## config.mk

```make
export PLATFORM = sky130hd
export DESIGN_NAME = lc3_mem_ctrl_flat
export DESIGN_NICKNAME = d
export VERILOG_FILES = /design/src/rtl/lc3_mem_ctrl_if.sv /design/src/rtl/lc3_mem_ctrl.sv /design/src/flat_wrapper.sv
export SDC_FILE = /design/constraint.sdc
export NUM_CORES = 1
export LEC_CHECK = 0
export ABC_AREA = 1
export BUFFER_PORTS_ARGS = -buffer_cell sky130_fd_sc_hd__buf_2
export CORE_MARGIN = 2
export CORE_UTILIZATION = 40
export DETAILED_ROUTE_END_ITERATION = 12
export GPL_ROUTABILITY_DRIVEN = 0
export SLEW_MARGIN = 20
export SYNTH_ARGS = -nofsm -noshare
export SYNTH_HDL_FRONTEND = slang
export SYNTH_SLANG_ARGS = --single-unit
export TNS_END_PERCENT = 100
```

## constraint.sdc

```tcl
create_clock -name clk -period 2.1 [get_ports clk]
set_input_delay 0.42 -clock clk [delete_from_list [all_inputs] [get_ports clk]]
set_output_delay 0.42 -clock clk [all_outputs]
set_load 0.1 [all_outputs]
```

## src/rtl/lc3_mem_ctrl_if.sv

```systemverilog
// -----------------------------------------------------------------------------
// lc3_mem_ctrl_if
// Datapath-side memory bus between the LC-3 datapath/sequencer and the
// memory/IO controller.
//   mem_en  : access request (MEM.EN), held by the sequencer until ready
//   mem_we  : 1 = write, 0 = read (R.W)
//   addr    : MAR value
//   wdata   : MDR value to write
//   rdata   : read data returned to the MDR input
//   ready   : R bit, one-cycle pulse marking access completion
// Modports: master = datapath/sequencer, slave = memory controller.
// -----------------------------------------------------------------------------
interface lc3_mem_ctrl_if;
   logic        mem_en;
   logic        mem_we;
   logic [15:0] addr;
   logic [15:0] wdata;
   logic [15:0] rdata;
   logic        ready;

   modport master (
      output mem_en, mem_we, addr, wdata,
      input  rdata, ready
   );

   modport slave (
      input  mem_en, mem_we, addr, wdata,
      output rdata, ready
   );
endinterface

```

## src/rtl/lc3_mem_ctrl.sv

```systemverilog
// -----------------------------------------------------------------------------
// lc3_mem_ctrl
// Memory/IO controller for the LC-3 datapath. Accepts one access at a time from
// the datapath bus, runs a synchronous SRAM cycle with programmable wait states
// for addresses below xFE00, and serves the xFE00-xFFFF device page (KBSR, KBDR,
// DSR, DDR, MCR) directly. Raises keyboard/display interrupt requests.
// Ports:
//   clk, rst_n        : clock (rising edge), asynchronous active-low reset
//   bus               : datapath bus (slave side): mem_en/mem_we/addr/wdata in,
//                       rdata/ready out
//   sram_cs/we/addr/wdata, sram_rdata : external synchronous SRAM
//   kb_valid/kb_data/kb_ready          : keyboard character handshake
//   dsp_valid/dsp_data/dsp_ready       : display character handshake
//   kb_int, dsp_int   : interrupt requests (status ready AND IE)
//   mcr_run           : MCR[15], clock enable to the core
// -----------------------------------------------------------------------------
module lc3_mem_ctrl #(
   parameter int unsigned RD_WAIT = 2,
   parameter int unsigned WR_WAIT = 2
) (
   input  logic                clk,
   input  logic                rst_n,
   lc3_mem_ctrl_if.slave       bus,
   output logic                sram_cs,
   output logic                sram_we,
   output logic [15:0]         sram_addr,
   output logic [15:0]         sram_wdata,
   input  logic [15:0]         sram_rdata,
   input  logic                kb_valid,
   input  logic [7:0]          kb_data,
   output logic                kb_ready,
   output logic                dsp_valid,
   output logic [7:0]          dsp_data,
   input  logic                dsp_ready,
   output logic                kb_int,
   output logic                dsp_int,
   output logic                mcr_run
);

   localparam int unsigned CNT_W = 8;

   localparam logic [15:0] ADDR_KBSR = 16'hFE00;
   localparam logic [15:0] ADDR_KBDR = 16'hFE02;
   localparam logic [15:0] ADDR_DSR  = 16'hFE04;
   localparam logic [15:0] ADDR_DDR  = 16'hFE06;
   localparam logic [15:0] ADDR_MCR  = 16'hFFFE;

   typedef enum logic [1:0] {
      IDLE,
      SRAM_WAIT,
      DONE
   } state_e;

   state_e             state_q,      state_d;
   logic [CNT_W-1:0]   cnt_q,        cnt_d;
   logic               ready_q,      ready_d;
   logic [15:0]        rdata_q,      rdata_d;
   logic               sram_cs_q,    sram_cs_d;
   logic               sram_we_q,    sram_we_d;
   logic [15:0]        sram_addr_q,  sram_addr_d;
   logic [15:0]        sram_wdata_q, sram_wdata_d;
   logic               kbsr_rdy_q,   kbsr_rdy_d;
   logic               kbsr_ie_q,    kbsr_ie_d;
   logic [7:0]         kbdr_q,       kbdr_d;
   logic               dsr_rdy_q,    dsr_rdy_d;
   logic               dsr_ie_q,     dsr_ie_d;
   logic [7:0]         dsp_data_q,   dsp_data_d;
   logic               dsp_valid_q,  dsp_valid_d;
   logic               mcr_run_q,    mcr_run_d;

   logic [15:0]        io_rdata;

   // Device-page read mux; unused bits and unmapped addresses read 0.
   always_comb begin
      io_rdata = 16'h0000;
      unique case (bus.addr)
         ADDR_KBSR: io_rdata = {kbsr_rdy_q, kbsr_ie_q, 14'h0000};
         ADDR_KBDR: io_rdata = {8'h00, kbdr_q};
         ADDR_DSR:  io_rdata = {dsr_rdy_q, dsr_ie_q, 14'h0000};
         ADDR_DDR:  io_rdata = {8'h00, dsp_data_q};
         ADDR_MCR:  io_rdata = {mcr_run_q, 15'h0000};
         default:   io_rdata = 16'h0000;
      endcase
   end

   always_comb begin
      // NOTE: every _d gets a default before any branch so no latch is inferred.
      state_d      = state_q;
      cnt_d        = cnt_q;
      ready_d      = 1'b0;
      rdata_d      = rdata_q;
      sram_cs_d    = sram_cs_q;
      sram_we_d    = sram_we_q;
      sram_addr_d  = sram_addr_q;
      sram_wdata_d = sram_wdata_q;
      kbsr_rdy_d   = kbsr_rdy_q;
      kbsr_ie_d    = kbsr_ie_q;
      kbdr_d       = kbdr_q;
      dsr_rdy_d    = dsr_rdy_q;
      dsr_ie_d     = dsr_ie_q;
      dsp_data_d   = dsp_data_q;
      dsp_valid_d  = dsp_valid_q;
      mcr_run_d    = mcr_run_q;

      unique case (state_q)
         IDLE: begin
            if (bus.mem_en) begin
               if (bus.addr >= 16'hFE00) begin
                  // Device accesses commit on the edge entering DONE so the
                  // result is visible together with the ready pulse.
                  state_d = DONE;
                  ready_d = 1'b1;
                  if (!bus.mem_we) begin
                     rdata_d = io_rdata;
                     if (bus.addr == ADDR_KBDR) kbsr_rdy_d = 1'b0;
                  end else begin
                     unique case (bus.addr)
                        ADDR_KBSR: kbsr_ie_d = bus.wdata[14];
                        ADDR_DSR:  dsr_ie_d  = bus.wdata[14];
                        ADDR_DDR: begin
                           if (dsr_rdy_q) begin
                              dsp_data_d  = bus.wdata[7:0];
                              dsp_valid_d = 1'b1;
                              dsr_rdy_d   = 1'b0;
                           end
                        end
                        ADDR_MCR:  mcr_run_d = bus.wdata[15];
                        default:   ;
                     endcase
                  end
               end else begin
                  state_d      = SRAM_WAIT;
                  sram_cs_d    = 1'b1;
                  sram_we_d    = bus.mem_we;
                  sram_addr_d  = bus.addr;
                  sram_wdata_d = bus.wdata;
                  cnt_d        = bus.mem_we ? CNT_W'(WR_WAIT) : CNT_W'(RD_WAIT);
               end
            end
         end
         SRAM_WAIT: begin
            if (cnt_q == CNT_W'(1)) begin
               state_d   = DONE;
               ready_d   = 1'b1;
               sram_cs_d = 1'b0;
               sram_we_d = 1'b0;
               if (!sram_we_q) rdata_d = sram_rdata;
            end else begin
               cnt_d = cnt_q - CNT_W'(1);
            end
         end
         DONE:    state_d = IDLE;
         default: state_d = IDLE;
      endcase

      // Device handshakes come after the bus access so a KBDR read cannot
      // cancel a capture taken in the same cycle (only possible when empty).
      if (kb_valid && !kbsr_rdy_q) begin
         kbdr_d     = kb_data;
         kbsr_rdy_d = 1'b1;
      end
      if (dsp_valid_q && dsp_ready) begin
         dsp_valid_d = 1'b0;
         dsr_rdy_d   = 1'b1;
      end
   end

   always_ff @(posedge clk or negedge rst_n) begin
      if (!rst_n) begin
         state_q      <= IDLE;
         cnt_q        <= '0;
         ready_q      <= 1'b0;
         rdata_q      <= 16'h0000;
         sram_cs_q    <= 1'b0;
         sram_we_q    <= 1'b0;
         sram_addr_q  <= 16'h0000;
         sram_wdata_q <= 16'h0000;
         kbsr_rdy_q   <= 1'b0;
         kbsr_ie_q    <= 1'b0;
         kbdr_q       <= 8'h00;
         dsr_rdy_q    <= 1'b1;
         dsr_ie_q     <= 1'b0;
         dsp_data_q   <= 8'h00;
         dsp_valid_q  <= 1'b0;
         mcr_run_q    <= 1'b1;
      end else begin
         // NOTE: non-blocking assignments so every flop samples pre-edge values.
         state_q      <= state_d;
         cnt_q        <= cnt_d;
         ready_q      <= ready_d;
         rdata_q      <= rdata_d;
         sram_cs_q    <= sram_cs_d;
         sram_we_q    <= sram_we_d;
         sram_addr_q  <= sram_addr_d;
         sram_wdata_q <= sram_wdata_d;
         kbsr_rdy_q   <= kbsr_rdy_d;
         kbsr_ie_q    <= kbsr_ie_d;
         kbdr_q       <= kbdr_d;
         dsr_rdy_q    <= dsr_rdy_d;
         dsr_ie_q     <= dsr_ie_d;
         dsp_data_q   <= dsp_data_d;
         dsp_valid_q  <= dsp_valid_d;
         mcr_run_q    <= mcr_run_d;
      end
   end

   assign bus.rdata  = rdata_q;
   assign bus.ready  = ready_q;
   assign sram_cs    = sram_cs_q;
   assign sram_we    = sram_we_q;
   assign sram_addr  = sram_addr_q;
   assign sram_wdata = sram_wdata_q;
   assign kb_ready   = ~kbsr_rdy_q;
   assign dsp_valid  = dsp_valid_q;
   assign dsp_data   = dsp_data_q;
   assign kb_int     = kbsr_rdy_q & kbsr_ie_q;
   assign dsp_int    = dsr_rdy_q & dsr_ie_q;
   assign mcr_run    = mcr_run_q;

endmodule
```

## src/flat_wrapper.sv

```systemverilog
// flat-port wrapper written by rule: the top's interface ports become plain ports
module lc3_mem_ctrl_flat 
#(
   parameter int unsigned RD_WAIT = 2,
   parameter int unsigned WR_WAIT = 2
)
  (clk, rst_n, sram_cs, sram_we, sram_addr, sram_wdata, sram_rdata, kb_valid, kb_data, kb_ready, dsp_valid, dsp_data, dsp_ready, kb_int, dsp_int, mcr_run, bus_mem_en, bus_mem_we, bus_addr, bus_wdata, bus_rdata, bus_ready);
  lc3_mem_ctrl_if bus_i ();
  input  logic clk;
  input  logic rst_n;
  output logic sram_cs;
  output logic sram_we;
  output logic [15:0] sram_addr;
  output logic [15:0] sram_wdata;
  input  logic [15:0] sram_rdata;
  input  logic kb_valid;
  input  logic [7:0] kb_data;
  output logic kb_ready;
  output logic dsp_valid;
  output logic [7:0] dsp_data;
  input  logic dsp_ready;
  output logic kb_int;
  output logic dsp_int;
  output logic mcr_run;
  input wire logic [$bits(bus_i.mem_en)-1:0] bus_mem_en;
  input wire logic [$bits(bus_i.mem_we)-1:0] bus_mem_we;
  input wire logic [$bits(bus_i.addr)-1:0] bus_addr;
  input wire logic [$bits(bus_i.wdata)-1:0] bus_wdata;
  output wire logic [$bits(bus_i.rdata)-1:0] bus_rdata;
  output wire logic [$bits(bus_i.ready)-1:0] bus_ready;
  assign bus_i.mem_en = bus_mem_en;
  assign bus_i.mem_we = bus_mem_we;
  assign bus_i.addr = bus_addr;
  assign bus_i.wdata = bus_wdata;
  assign bus_rdata = bus_i.rdata;
  assign bus_ready = bus_i.ready;
  lc3_mem_ctrl #(.RD_WAIT(RD_WAIT), .WR_WAIT(WR_WAIT)) u_core (.clk(clk), .rst_n(rst_n), .bus(bus_i), .sram_cs(sram_cs), .sram_we(sram_we), .sram_addr(sram_addr), .sram_wdata(sram_wdata), .sram_rdata(sram_rdata), .kb_valid(kb_valid), .kb_data(kb_data), .kb_ready(kb_ready), .dsp_valid(dsp_valid), .dsp_data(dsp_data), .dsp_ready(dsp_ready), .kb_int(kb_int), .dsp_int(dsp_int), .mcr_run(mcr_run));
endmodule
```

==> flow_summary.rst <==
.. list-table::
   :header-rows: 1

   * - Metric
     - Value
   * - Clock buffers created by TritonCTS
     - 9
   * - Number of top-level design ports
     - between 100 and 150
   * - Relative slew margins
     - 0.535
   * - Vias in the first global route
     - about 3500
   * - Die area
     - 10900 sq um
   * - Clock-pin transition on the worst setup and hold timing paths
     - 0.08 ns
   * - Starting density of the core
     - 0.412
   * - RR Startpoint
     - u_core.state_q[0]
   * - CTS tree
     - done
   * - Kind of start point of the critical path
     - register
   * - DR pass1 iterations
     - 4
   * - Cell family with the largest share of critical-path delay
     - flip-flops
   * - Per-cell routed wire length
     - 13.1 um
   * - Largest net degree at the start of global routing
     - 44
   * - Crit path from
     - u_core.dsr_rdy_q
   * - Antenna violation net count after detailed routing
     - 0
   * - Max capacitance violation total
     - 0
   * - Actual transition at the worst max-transition pin
     - ~0.70 ns
   * - Root buf cell
     - clkbuf_8
   * - Detailed Place HPWL
     - 7590 um
   * - FMAX
     - between 0.5 and 0.6 GHz
   * - Setup slack of the most critical reg-to-reg path
     - 0.26 ns
   * - Worst-path maximum fanout
     - 5
   * - Overflow after GRT
     - 0
   * - Worst setup EP type
     - output pin
   * - Total Routing Usage GR
     - 0.192
   * - Initial drt markers
     - 158
   * - Fin nets
     - 687
   * - Routed Wire Length
     - about 10000 um
   * - Number of distinct library cells after synthesis
     - 33
   * - Proportion of layout cells with a drive suffix above 1
     - 0.311
   * - Slowest stage cell on the critical path
     - dfstp_2
   * - Number of vias per cell after detailed routing
     - 4.67
   * - Buffers and inverters on the worst path
     - 2
   * - Worst Skew
     - ~0.011 ns
   * - Worst stage delay on the critical path
     - 0.60 ns
   * - Antenna cell count
     - 0
   * - Mean post-synth cell area
     - a little over 8 sq um
   * - Series of cell instances along the critical path
     - nand2_1 > inv_1 > buf_2
   * - Unrepaired setup endpoints after global routing
     - no
   * - Tightest Hold Check Type
     - input port to register
   * - Wire length of the first global-routing pass
     - roughly 17000 um
   * - Area Overhead vs Synth
     - 23.3%
   * - Maximum level of the CTS H-tree
     - 3
   * - Post-route DRC violation count
     - 0
   * - Row cnt
     - 36
   * - Number of pins exceeding their max-slew limit in the final report
     - 0
   * - Quantity of hold-fixing buffers added after cts
     - 1
   * - Depth of the worst register-to-register path
     - 9
   * - Setup repair bufs after CTS
     - 0
   * - Commonest non-fill, non-tap cell in the layout
     - nand2_1
   * - Capturing element of the worst setup path
     - dsp_int
   * - # port buffers
     - about 130
   * - Final TNS setup
     - 0 ns
   * - CP Depth
     - 3
   * - Synth Instances
     - 495
   * - Arrival time reported for the critical path endpoint
     - ~1.5 ns
   * - CP Class
     - register to output pin
   * - Number of sinks on the clock net
     - slightly above 80
   * - Seq/Total Area, Yosys
     - 0.513
   * - Flops & latches, synth
     - slightly above 80
   * - Critical path data required time
     - 1.68 ns
   * - Net count after synthesis
     - 559
   * - Worst R2R End
     - u_core.bus.rdata[14]
   * - Final worst path period share
     - 0.910
   * - Final hold violation count
     - 0
   * - Clk Latency, worst-skew pair
     - 0.35 ns
   * - Width of the chip
     - roughly 100 um
   * - Maximum count of clock buffers along a single path
     - 2
   * - Antenna violations before repair
     - 0
   * - Setup-failing EPs final
     - 0
   * - Detailed-route via count
     - ~3600
   * - Die Span Y
     - 105 um
   * - Warnings from Yosys
     - 0
   * - Area of the mapped netlist
     - ~4100 sq um
   * - Number of cells upsized or downsized after cts
     - 0
   * - Most frequent cells in the layout
     - nand2_1, buf_2, dfrtp_1
   * - Min cycle time layout
     - 1.91 ns
   * - Status
     - complete, no violations
   * - Core Footprint
     - 9820 sq um
-- cell type report --
cell class | count | area (sq um)
Fill cell | 1013 | 4830
Sequential cell | 83 | 2080
Multi-Input combinational cell | 353 | 1690
Timing Repair Buffer | 133 | 703
Tap cell | 133 | 166
Inverter | 43 | 163
Clock buffer | 9 | 124
Clock inverter | 7 | 68.8
-- cells by family after synthesis --
kind of cell	count (synthesis)	share of synthesized area
AOI/OAI and AO/OA	44	0.0692
xor gates and xnor gates	2	0.00433
adders and majority gates	2	0.00618
buffers and inverters	59	0.0695
DFF	83	0.513
muxes	9	0.0247
and+or+nand+nor	296	0.313
-- metrics by stage --
step / utilization / hold slack, ns / setup slack (ns) / instances / cell area, sq um
after floorplan: - / 0.124 / 0.246 / 495 / 4050
after global placement: 0.488 / 0.362 / 0.281 / 744 / 4790
after detailed placement: 0.488 / 0.360 / 0.256 / 744 / 4790
after CTS: 0.509 / 0.248 / 0.163 / 761 / 4990
after global routing: 0.509 / 0.253 / 0.0543 / 761 / 4990
final: 0.509 / 0.258 / 0.189 / 761 / 4990
-- synthesized netlist by cell type --
| cell | number | area (sq um) |
|---|---|---|
| nand3_2 | 1 | 10.0 |
| dfrtp_1 | 81 | 2030 |
| o21ai_0 | 14 | 70.1 |
| nand2_4 | 1 | 11.3 |
| dfstp_2 | 2 | 52.6 |
| mux2_2 | 8 | 90.1 |
| inv_2 | 2 | 7.51 |
| xor2_1 | 2 | 17.5 |
| nand3b_1 | 1 | 7.51 |
| a21oi_1 | 4 | 20.0 |
| mux2i_1 | 1 | 10.0 |
| clkbuf_1 | 1 | 3.75 |
| nor3_2 | 1 | 10.0 |
| nand4_1 | 5 | 31.3 |
| buf_2 | 5 | 25.0 |
| nand3_1 | 28 | 140 |
| nand3_4 | 2 | 35.0 |
| buf_4 | 6 | 45.0 |
| o21ai_2 | 15 | 131 |
| nand2_2 | 5 | 31.3 |
| inv_1 | 40 | 150 |
| ha_1 | 2 | 25.0 |
| nor2_1 | 25 | 93.8 |
| nand2_1 | 214 | 803 |
| o22ai_1 | 1 | 6.26 |
| o31ai_1 | 1 | 7.51 |
| nor3_1 | 3 | 15.0 |
| nor2_2 | 6 | 37.5 |
| buf_6 | 4 | 45.0 |
| clkinv_2 | 1 | 5.00 |
| nor2_4 | 3 | 33.8 |
| nor4_1 | 1 | 6.26 |
| o21ai_1 | 9 | 45.0 |
-- worst min path at each step --
| stage | from | to | slack (ns) | cells past startpoint |
|---|---|---|---|---|
| after CTS | bus_wdata[9] | u_core.sram_wdata[9] | 0.25 | 3 |
| final | dsp_ready | u_core.dsp_valid | 0.26 | 2 |
| after floorplan | rst_n | u_core.bus.rdata[0] | 0.12 | 0 |
| after detailed placement | rst_n | u_core.sram_addr[12] | 0.36 | 1 |
| after global placement | rst_n | u_core.sram_addr[12] | 0.36 | 1 |
| after global routing | dsp_ready | u_core.dsp_valid | 0.25 | 2 |
-- metal layers --
| metal | wire [um] | part of all wire | global-route usage |
|---|---|---|---|
| met4 | 135 | 0.013 | 0.0619 |
| met3 | 478 | 0.048 | 0.0418 |
| met5 | 0 | 0 | 0 |
| met1 | 4620 | 0.46 | 0.261 |
| met2 | 4770 | 0.48 | 0.307 |
-- registers in the layout, indices dropped and copies added (netlist names) --
name	count
u_core.kbdr_q	8
u_core.dsr_rdy_q	1
u_core.sram_cs	1
u_core.sram_wdata	16
u_core.kbsr_ie_q	1
u_core.kbsr_rdy_q	1
u_core.mcr_run	1
u_core.state_q	2
u_core.cnt_q	8
u_core.dsr_ie_q	1
u_core.bus.ready	1
u_core.dsp_data	8
u_core.bus.rdata	16
u_core.sram_addr	16
u_core.sram_we	1
u_core.dsp_valid	1
Power is left out: the tool's default activity adds up to more than one toggle a clock period on the data nets, which glitch-free logic cannot reach.
